[src/rtl/ula_core_if.sv]
// Operand/opcode/result bundle for the REDUX-V ALU.
// The master drives operands; the slave returns result and flags.
interface ula_core_if #(
    parameter int BITS   = 8,
    parameter int ULA_OP = 4
);
    logic [BITS-1:0]   a_in;
    logic [BITS-1:0]   b_in;
    logic [ULA_OP-1:0] ula_op_in;
    logic              flags_we_in;
    logic [BITS-1:0]   result_out;
    logic              zero_out;
    logic              neg_out;
    logic              carry_out;

    modport master (
        output a_in,
        output b_in,
        output ula_op_in,
        output flags_we_in,
        input  result_out,
        input  zero_out,
        input  neg_out,
        input  carry_out
    );

    modport slave (
        input  a_in,
        input  b_in,
        input  ula_op_in,
        input  flags_we_in,
        output result_out,
        output zero_out,
        output neg_out,
        output carry_out
    );
endinterface

[src/rtl/ula_core.sv]
// REDUX-V combinational ALU with a clocked zero/negative/carry flag register.
// Result is purely combinational; only the flags use the clock and reset.
module ula_core #(
    parameter int BITS   = 8,
    parameter int ULA_OP = 4
) (
    input  logic        clk_in,
    input  logic        rst_n_in,
    ula_core_if.slave   bus
);

    localparam logic [ULA_OP-1:0] OP_ADD   = ULA_OP'(0);
    localparam logic [ULA_OP-1:0] OP_SUB   = ULA_OP'(1);
    localparam logic [ULA_OP-1:0] OP_AND   = ULA_OP'(2);
    localparam logic [ULA_OP-1:0] OP_OR    = ULA_OP'(3);
    localparam logic [ULA_OP-1:0] OP_XOR   = ULA_OP'(4);
    localparam logic [ULA_OP-1:0] OP_NOT   = ULA_OP'(5);
    localparam logic [ULA_OP-1:0] OP_SHL   = ULA_OP'(6);
    localparam logic [ULA_OP-1:0] OP_SHR   = ULA_OP'(7);
    localparam logic [ULA_OP-1:0] OP_SRA   = ULA_OP'(8);
    localparam logic [ULA_OP-1:0] OP_PASSB = ULA_OP'(9);
    localparam logic [ULA_OP-1:0] OP_SLT   = ULA_OP'(10);
    localparam logic [ULA_OP-1:0] OP_SLTU  = ULA_OP'(11);

    // BITS always fits in BITS bits because BITS >= 2.
    localparam logic [BITS-1:0] WIDTH_V = BITS'(BITS);

    logic [BITS-1:0] a;
    logic [BITS-1:0] b;
    logic [BITS:0]   sum;
    logic            shamt_big;
    logic [BITS-1:0] res;
    logic            zero_d;
    logic            neg_d;
    logic            carry_d;
    logic            zero_q;
    logic            neg_q;
    logic            carry_q;

    assign a = bus.a_in;
    assign b = bus.b_in;

    always_comb begin
        sum       = {1'b0, a} + {1'b0, b};
        shamt_big = (b >= WIDTH_V);
        res       = '0;
        carry_d   = 1'b0;
        case (bus.ula_op_in)
            OP_ADD: begin
                res     = sum[BITS-1:0];
                carry_d = sum[BITS];
            end
            OP_SUB: begin
                res     = a - b;
                carry_d = (a < b);
            end
            OP_AND:   res = a & b;
            OP_OR:    res = a | b;
            OP_XOR:   res = a ^ b;
            OP_NOT:   res = ~a;
            OP_SHL:   res = shamt_big ? '0 : (a << b);
            OP_SHR:   res = shamt_big ? '0 : (a >> b);
            OP_SRA: begin
                if (shamt_big)
                    res = {BITS{a[BITS-1]}};
                else
                    res = BITS'($signed(a) >>> b);
            end
            OP_PASSB: res = b;
            OP_SLT:   res = {{(BITS-1){1'b0}}, ($signed(a) < $signed(b))};
            OP_SLTU:  res = {{(BITS-1){1'b0}}, (a < b)};
            default:  res = '0;
        endcase
        zero_d = (res == '0);
        neg_d  = res[BITS-1];
    end

    always_ff @(posedge clk_in or negedge rst_n_in) begin
        if (!rst_n_in) begin
            zero_q  <= 1'b0;
            neg_q   <= 1'b0;
            carry_q <= 1'b0;
        end else if (bus.flags_we_in) begin
            zero_q  <= zero_d;
            neg_q   <= neg_d;
            carry_q <= carry_d;
        end
    end

    assign bus.result_out = res;
    assign bus.zero_out   = zero_q;
    assign bus.neg_out    = neg_q;
    assign bus.carry_out  = carry_q;

endmodule

[src/flat_wrapper.sv]
// flat-port wrapper written by rule: the top's interface ports become plain ports
module ula_core_flat 
#(
    parameter int BITS   = 8,
    parameter int ULA_OP = 4
)
  (clk_in, rst_n_in, bus_a_in, bus_b_in, bus_ula_op_in, bus_flags_we_in, bus_result_out, bus_zero_out, bus_neg_out, bus_carry_out);
  ula_core_if #(.BITS(BITS), .ULA_OP(ULA_OP)) bus_i ();
  input  logic clk_in;
  input  logic rst_n_in;
  input wire logic [$bits(bus_i.a_in)-1:0] bus_a_in;
  input wire logic [$bits(bus_i.b_in)-1:0] bus_b_in;
  input wire logic [$bits(bus_i.ula_op_in)-1:0] bus_ula_op_in;
  input wire logic [$bits(bus_i.flags_we_in)-1:0] bus_flags_we_in;
  output wire logic [$bits(bus_i.result_out)-1:0] bus_result_out;
  output wire logic [$bits(bus_i.zero_out)-1:0] bus_zero_out;
  output wire logic [$bits(bus_i.neg_out)-1:0] bus_neg_out;
  output wire logic [$bits(bus_i.carry_out)-1:0] bus_carry_out;
  assign bus_i.a_in = bus_a_in;
  assign bus_i.b_in = bus_b_in;
  assign bus_i.ula_op_in = bus_ula_op_in;
  assign bus_i.flags_we_in = bus_flags_we_in;
  assign bus_result_out = bus_i.result_out;
  assign bus_zero_out = bus_i.zero_out;
  assign bus_neg_out = bus_i.neg_out;
  assign bus_carry_out = bus_i.carry_out;
  ula_core #(.BITS(BITS), .ULA_OP(ULA_OP)) u_core (.clk_in(clk_in), .rst_n_in(rst_n_in), .bus(bus_i));
endmodule
[config.mk]
export PLATFORM = sky130hd
export DESIGN_NAME = ula_core_flat
export DESIGN_NICKNAME = d
export VERILOG_FILES = /design/src/rtl/ula_core_if.sv /design/src/rtl/ula_core.sv /design/src/flat_wrapper.sv
export SDC_FILE = /design/constraint.sdc
export NUM_CORES = 1
export LEC_CHECK = 0
export CAP_MARGIN = 15
export CORE_MARGIN = 2
export CORE_UTILIZATION = 24
export CTS_BUF_LIST = sky130_fd_sc_hd__clkbuf_2 sky130_fd_sc_hd__clkbuf_4 sky130_fd_sc_hd__clkbuf_8
export DETAILED_ROUTE_END_ITERATION = 10
export PLACE_DENSITY = 0.51
export SETUP_SLACK_MARGIN = 0.5
export SYNTH_ARGS = -nofsm -noshare
export SYNTH_HDL_FRONTEND = slang
export SYNTH_SLANG_ARGS = --single-unit
[constraint.sdc]
create_clock -name clk_in -period 3.3 [get_ports clk_in]
set_input_delay 0.495 -clock clk_in [delete_from_list [all_inputs] [get_ports clk_in]]
set_output_delay 0.495 -clock clk_in [all_outputs]
set_load 0.01 [all_outputs]
After elaboration in Yosys (flattened, before gate mapping). Index checks and enable logic that the tools add are counted.

$lt $le $gt $ge: 3. Add/subtract/negate cells: 2. Bitwise gates (word level): 4. Shifts and indexed selects: 3. Muxes and demuxes: 5. Equality and inequality tests: 11. Reductions and logical operators: 2.

Operators with widths (count): case mux 8 bit (12 select lines) (1); 2-to-1 mux 8 bit (3); equality test 4 x 3 -> 1 bit (second input constant) (4); equality test 4 bit (second input constant) (4); < comparator 8 bit (2); adder 8 x 8 -> 9 bit (1); bitwise AND 8 bit (1); equality test 4 x 2 -> 1 bit (second input constant) (2); >= comparator 8 x 4 -> 1 bit (second input constant) (1); zero test 8 bit (1); NOT 8 bit (1); OR 8 bit (1); << shifter 8 x 8 -> 8 bit (1); right shift 8 x 8 -> 8 bit (1); >>> shifter 8 x 8 -> 8 bit (1); subtractor 8 bit (1); XOR 8 bit (1); equality test 4 x 1 -> 1 bit (second input constant) (1); zero test 4 bit (1); case mux 1 bit (2 select lines) (1).

Word-level logic and storage cells: 33. Register bits: 3.

Logic depth before layout (Yosys ltp). Gate-level depths: netlist of the first run.

Depth after elaboration: 4. Depth in mapped cells: 12.

Worst setup path before layout of the first run. Ideal clock, no wire load.

Kind: input-to-output. From: in bus_b_in[1]. To: out bus_result_out[5]. Cell stages on the path: 10. Data required time: 2805 ps. Setup slack: -338 ps. Data arrival time: 3143 ps. Path buffers: 2. Cell sequence: clkbuf_1 buf_2 inv_1 ha_1 a21o_1 and4_1 a2111oi_0 mux2i_1 xnor2_1 o41ai_1.

Word-level cells in the longest chain between the ends: 3. Elaborated cells between the ends (all ways): 10. Those cells by class: add/sub: 2; order compare: 1; shift: 3; mux: 4.

Ends and longest elaborated chain: start: declaration (line flat_wrapper.sv:12) `input wire logic [$bits(bus_i.b_in)-1:0] bus_b_in;`; >= comparator 8 x 4 -> 1 bit, or another cell as far along (line ula_core.sv:45) `shamt_big = (b >= WIDTH_V);`; 2-to-1 mux 8 bit, on equally long branches (line ula_core.sv:64, ula_core.sv:62, ula_core.sv:61); case mux 8 bit (12 select lines) * (line ula_core.sv:48) `case (bus.ula_op_in)`; end: declaration (line flat_wrapper.sv:15) `output wire logic [$bits(bus_i.result_out)-1:0] bus_result_out;`.

Every way passes the cells marked *; elsewhere a longest branch is shown, timed or not.

Worst setup path after layout of the first run.
From: in bus_a_in[0]. To: out bus_result_out[0].

Word-level cells in the longest chain between the ends: 3. Elaborated cells between the ends (all ways): 15. Those cells by class: add/sub: 2; order compare: 2; shift: 3; mux: 4; bitwise: 4.

Ends and longest elaborated chain: start: declaration (line flat_wrapper.sv:11) `input wire logic [$bits(bus_i.a_in)-1:0] bus_a_in;`; branches (longest 2 deep; another with subtractor 8 bit); case mux 8 bit (12 select lines) * (line ula_core.sv:48).

Every way passes the cells marked *.

==> results.yml, run 1 <==
routing:
  drc: 0
  routed-via-count: 3623
  vias_per_cell: 5.45
  detailedRoute.firstPassIterationCount: 5
  routed_wirelength_mm: 12.4
  post_dr_wirelength_cell_um: 18.6
  detail_route.iter0.violations: 346
  ant_nets: 0
critical_path:
  worst-endpoint-arrival_ns: 2.57
  crit_path_end_kind: "output pin"
  worstSetupStartpointType: "input port"
  critical_path_peak_fanout: 2
  critPathKind: "in2out"
  critical_path_required_ns: 2.80
run:
  maxCapViolations: 0
clock_network:
  cts.sinks: 3
  clock_insertion_delay_worst_skew_ns: 0.21
  tritoncts: "done"
  post_cts_hold_buffer_count: 0
  clockRootBuffer: "clkbuf_8"
  cts_inserted_buffers: 3
  cts_htree_levels: 1
  cts_max_path_buffers: 2
  clock_input_transition_at_the_sequential_cells_of_the_worst_setup_and_hold_paths_ns: 0.03
placement:
  routability_congestion_estimate_from_global_placement: 0.947
  i_o_buffers: 33
  preCtsSetupSlack_ns: -0.661
  dp_hpwl_mm: 8.35
floorplan:
  placementRows: 36
  dieArea_um2: 10800
  num_io_pins: 34
  core_region_area_um2: 9730
  die_w_um: 104
  initial_core_util_pct: 24.7
  die-height_um: 104
logic_synthesis:
  synth-seq-area-share_pct: 3.13
  yosys_most_used_dff: "dfrtp_1"
  yosysWarnings: 0
  postSynth.asyncResetShare_pct: 100
  syn_nets: 393
  synth_seq_cells: 3
  synth_area_um2: 2400
  post_synth_num_cell_types: 66
  synthCells: 342
  synth_enable_flop_cells: 0
  synth_area_per_cell_um2: 7.02
timing:
  setup_slack_ns: 0.237
  fmax_mhz: 327
  worst_slew_margin_rel_pct: 68.9
  total_of_endpoints_with_negative_setup_slack_in_the_final_report: 0
  hold_ws_ns: 0.466
  slew_violations: 0
  fin_setup_tns_ns: 0
  timing.clock.skew_ns: 0
  final.period_utilization_pct: 92.8
  grt_setup_unrepaired: "yes"
  finalWorstPathRequiredPeriod_ns: 3.06
  timing.final.hold_violations: 0
  worstMarginPinSlew_ns: 0.463
cells_and_area:
  layout.cells.most_common: "buf_4"
  n_antenna_cell: 0
  synthToLayoutAreaGrowth_pct: 106
  most-common-layout-cells: "buf_4, nand2_1, nor2_1, buf_6, inv_1"
  finish.net_count: 584
  fill_cells: 954
  final_layout_size_suffix_gt1_share_pct: 57.9
worst_hold_path:
  worstHoldPathType: "in2async"
global_routing:
  grtUsageTotal_pct: 21.2
  gr-total-overflow: 0
  global_route_wire_length_before_repair_mm: 18.6
  grt_pass1_vias: 3584
  number_of_antenna_violations_at_the_first_check_in_global_routing: 0
  grt_start_max_net_pins: 17
pwr:
  power_density_nw_per_um2: 174
  total_power_after_layout_w: 0.000861
  vdd.ir_drop.worst_uv: 137
  power.static_leakage_nw: 2.22
run_status:
  result_of_the_run: "finished, final reports clean"
power breakdown:
part           leakage, nW  internal (W)   total, W  switching, W
sequential          0.0389     0.0000410  0.0000431    0.00000205
clock               0.0262     0.0000905   0.000114     0.0000237
combinational         2.15      0.000375   0.000704      0.000329
critical path, cell delays in order:
cell,delay (ns)
buf_8,0.08
inv_4,0.03
ha_4,0.15
fa_2,0.37
or3_4,0.42
a31oi_4,0.22
nor2_4,0.06
o21ai_2,0.15
a211o_1,0.17
nand4_1,0.12
buf_4,0.16
buf_2,0.13
cell usage after synthesis, types with 4 or more instances:
master	count	area share (%)
xnor2_1	6	2.2
nand2b_1	6	1.6
mux2i_1	12	5.0
o21ai_0	19	4.0
a211oi_1	6	1.9
inv_1	28	4.4
mux4_2	7	6.6
nand2_1	30	4.7
buf_1	4	0.63
a21oi_1	17	3.5
o211ai_1	4	1.3
clkbuf_1	24	3.8
nor4_1	7	1.8
nor3_1	16	3.3
ha_1	26	14
nor2b_1	6	1.6
a22oi_1	4	1.3
nor2_1	25	3.9
a31oi_1	7	1.8
nand3_1	7	1.5
path summary, 6_finish.rpt:
| kind | from | endpoint | cells after the start | slack (ns) |
|---|---|---|---|---|
| setup / recovery | bus_a_in[0] | bus_result_out[0] | 12 | 0.24 |
| setup reg to reg | u_core.bus.neg_out | u_core.bus.neg_out | 1 | 2.54 |
| min in group clk_in | u_core.bus.zero_out | u_core.bus.zero_out | 2 | 0.48 |
| hold reg to reg | u_core.bus.zero_out | u_core.bus.zero_out | 2 | 0.48 |
| hold / removal | rst_n_in | u_core.bus.zero_out | 1 | 0.47 |
| max in group asynchronous | rst_n_in | u_core.bus.neg_out | 1 | 2.69 |
sequential cells by signal, indices dropped and copies added, names as in the netlist:
register	flops
u_core.bus.neg_out	1
u_core.bus.zero_out	1
u_core.bus.carry_out	1
metrics by stage:
stage | cell area (um^2) | std cells | util [%]
after detailed placement | 3730 | 599 | 38.3
after global routing | 4950 | 665 | 50.8
after CTS | 4620 | 639 | 47.5
after global placement | 3730 | 599 | 38.3
final | 4950 | 665 | 50.8
after floorplan | 2480 | 342 | -
cells by family (layout without fill, tap and decap cells):
family	Yosys count	in the layout	share of synthesized area (%)
xor+xnor	9	9	3.28
fa+ha+maj	28	28	15.2
flops	3	3	3.13
buf+inv	60	250	9.70
mux	22	22	13.0
simple gates	118	118	24.7
compound gates	102	102	31.0
cell type report:
type | instances | area [um^2] | share of cell area (%)
Inverter | 28 | 114 | 2.30
Sequential cell | 3 | 75.1 | 1.52
Timing Repair Buffer | 218 | 1890 | 38.2
Multi-Input combinational cell | 279 | 2650 | 53.6
Clock buffer | 4 | 48.8 | 0.987
Tap cell | 133 | 166 | 3.36
routing by layer:
metal  routed length, um  part of all wire [%]  track usage (%)  up-vias
li1                    -                     -                -     1656
met1                5160                    42             26.7     1760
met2                6010                    49             37.1      165
met3                 656                   5.3             2.01       42
met4                 550                   4.4             8.30        0
met5                   0                     0                0        -
timing repair:
action | CTS | global route
resized for setup | 198 | 42
gates cloned | 4 | 2
setup buffers | 32 | 24
pin swaps | 43 | 25
endpoints found under the setup margin | 11 | 10
No activity file was read; power rests on OpenSTA's default activity.
==> run 2: changes to the inputs <==
- ABC_AREA: unset -> 1
- CELL_PAD_IN_SITES_DETAIL_PLACEMENT: unset -> 2
- CELL_PAD_IN_SITES_GLOBAL_PLACEMENT: unset -> 2
- PLACE_DENSITY: 0.51 -> 0.83
- SLEW_MARGIN: unset -> 20
==> run 2 against run 1 <==
- synthesized cell count up 31%
- synthesized area down 2.4%
- clock-buffer cell count unchanged
==> results.yml, run 2 <==
run_status:
  result_of_the_run: "finished, final reports clean"
floorplan:
  placementRows: 36
  num_io_pins: 34
  dieArea_um2: 10600
  die_w_um: 103
  core_region_area_um2: 9640
  die-height_um: 103
  initial_core_util_pct: 24.3
logic_synthesis:
  yosysWarnings: 0
  yosys_most_used_dff: "dfrtp_1"
  post_synth_num_cell_types: 36
  yosys.area.top_type: "nand2_1"
  synth.area.top_cells: "nand2_1, ha_1, nand3_1"
  synth_seq_cells: 3
  yosysMostFrequentCell: "nand2_1"
  top_cells_by_instance_count_after_synthesis: "nand2_1, nand3_1, nor2_1, inv_1, ha_1"
  synth_area_um2: 2340
  synth_largest_type_area_fraction_pct: 23.2
  syn_nets: 498
  synth-seq-area-share_pct: 3.21
  postSynth.asyncResetShare_pct: 100
  synthCells: 447
  synth_area_per_cell_um2: 5.24
  synth_enable_flop_cells: 0
critical_path:
  critical_path_peak_fanout: 3
  worst-endpoint-arrival_ns: 2.41
  critical_path_required_ns: 2.80
  critPathKind: "in2out"
  worstSetupStartpointType: "input port"
  crit_path_end_kind: "output pin"
  worst_reg_to_reg_cells: 2
pwr:
  net-switching-power_w: 0.000453
  vdd.ir_drop.worst_uv: 199
  cell_internal_pwr_w: 0.000413
  power.share.clock_pct: 15.2
  share_seq_of_total_power_pct: 5.2
  power.switching_fraction_pct: 52.3
  power.static_leakage_nw: 2.15
  combPwrFrac_pct: 79.6
  power_density_nw_per_um2: 203
global_routing:
  number_of_antenna_violations_at_the_first_check_in_global_routing: 0
  global_route_wire_length_before_repair_mm: 26.6
  gr-total-overflow: 0
  grt_pass1_vias: 4610
  grtUsageTotal_pct: 33.6
  grt_start_max_net_pins: 17
cells_and_area:
  final_core_utilization_pct: 44.1
  synthToLayoutAreaGrowth_pct: 81.6
  n_antenna_cell: 0
  fill_cells: 1135
  seq_area_um2: 75.1
  final_layout_size_suffix_gt1_share_pct: 49.1
  most-common-layout-cells: "buf_4, nand2_1, nand3_1"
  layout.cells.most_common: "buf_4"
  finish.net_count: 647
  instances_no_fill: 728
  multi_input_area_um2: 2510
placement:
  i_o_buffers: 33
  dp_hpwl_mm: 12.1
  routability_congestion_estimate_from_global_placement: 0.962
  preCtsSetupSlack_ns: -0.440
  place.detailed.instances: 693
timing:
  finalWorstPathRequiredPeriod_ns: 2.90
  timing.final.hold_violations: 0
  fin_setup_tns_ns: 0
  worst_slew_margin_rel_pct: 71.5
  final.period_utilization_pct: 88.0
  total_of_endpoints_with_negative_setup_slack_in_the_final_report: 0
  grt_setup_unrepaired: "yes"
  hold_ws_ns: 0.453
  setup_slack_ns: 0.397
  fmax_mhz: 344
  timing.clock.skew_ns: 0
  slew_violations: 0
  worstMarginPinSlew_ns: 0.425
clock_network:
  cts.sinks: 3
  cts_inserted_buffers: 3
  cts_htree_levels: 1
  clock_input_transition_at_the_sequential_cells_of_the_worst_setup_and_hold_paths_ns: 0.04
  clockRootBuffer: "clkbuf_8"
  clock_insertion_delay_worst_skew_ns: 0.24
  cts_max_path_buffers: 2
  tritoncts: "done"
routing:
  post_dr_wirelength_cell_um: 28.3
  routed_wirelength_mm: 20.6
  detailroute.wirelength.met3_mm: 1.08
  routed-via-count: 4215
  ant_nets: 0
  detailedRoute.firstPassIterationCount: 5
  vias_per_cell: 5.79
  detail_route.iter0.violations: 208
  drc: 0
  highest_layer: "met4"
  met1_length_mm: 7.64
  routed-wl-met2_mm: 10.2
run:
  maxCapViolations: 0
worst_hold_path:
  worstHoldPathType: "in2async"
[run 2: cell types whose count changed after synthesis, sizes merged, moves of 12 or more]
| cell | previous run | this run |
|---|---|---|
| nand4 | 3 | 16 |
| clkbuf | 24 | 4 |
| nand3 | 7 | 65 |
| nor2 | 25 | 61 |
| inv | 28 | 51 |
| nand2 | 30 | 148 |
| mux2i | 12 | 0 |
[run 2: final timing paths]
| path | end | startpoint | slack, ns |
|---|---|---|---|
| min in group clk_in | u_core.bus.neg_out | u_core.bus.neg_out | 0.50 |
| hold reg to reg | u_core.bus.neg_out | u_core.bus.neg_out | 0.50 |
| max in group asynchronous | u_core.bus.neg_out | rst_n_in | 2.69 |
| setup reg to reg | u_core.bus.carry_out | u_core.bus.carry_out | 2.56 |
| hold / removal | u_core.bus.zero_out | rst_n_in | 0.45 |
| setup / recovery | bus_result_out[6] | bus_a_in[0] | 0.40 |
[run 2: per-stage QoR]
step | total power [W] | area, um^2
3_3_place_gp | 0.000493 | 3490
3_5_place_dp | 0.000530 | 3490
6_report | 0.000865 | 4250
4_1_cts | 0.000715 | 3890
2_1_floorplan | 0.000257 | 2340
5_1_grt | 0.000899 | 4250
[run 2: layout make-up]
type / instances / share of cell area [%]
Sequential cell: 3 / 1.77
Timing Repair Buffer: 156 / 29.4
Clock buffer: 4 / 1.15
Multi-Input combinational cell: 379 / 59.0
Inverter: 53 / 4.77
Tap cell: 133 / 3.91
[run 2: cell families after synthesis]
group / synth area share, %
fa+ha+maj: 15.6
simple gates: 58.7
flops: 3.21
compound gates: 11.2
buf+inv: 11.3
[run 2: timing repair]
action	4_1_cts	5_1_grt
endpoints found under the hold margin	0	0
pin swaps	28	38
gates resized for setup	143	104
buffers inserted	16	15
setup endpoints to repair	10	9
hold buffers	0	0
[run 2: power groups by stage]
stage                     logic, W  registers (W)  clock network, W
after CTS                 0.000546      0.0000448          0.000124
after detailed placement  0.000485      0.0000446                 0
after global routing      0.000716      0.0000452          0.000138
final                     0.000689      0.0000449          0.000131
after global placement    0.000449      0.0000441                 0
after floorplan           0.000211      0.0000464                 0
[run 2: critical path, cell delays in order]
cell and delay (ns):
buf_4 0.11, ha_4 0.13, inv_2 0.05, fa_2 0.36, inv_2 0.10, nand3_2 0.11
nand2_2 0.13, nand2_2 0.08, nand2_2 0.06, nand2_1 0.10, nand2_2 0.12, nand2_2 0.07
nand2_2 0.09, nor2_4 0.05, nor2_4 0.13, nand2_2 0.08, buf_6 0.13
[run 2: per-layer routing]
layer / GRT usage (%) / up-vias
met5: 0 / -
met4: 18.8 / 0
met3: 4.47 / 129
met2: 61.8 / 249
met1: 37.0 / 2079
li1: - / 1758
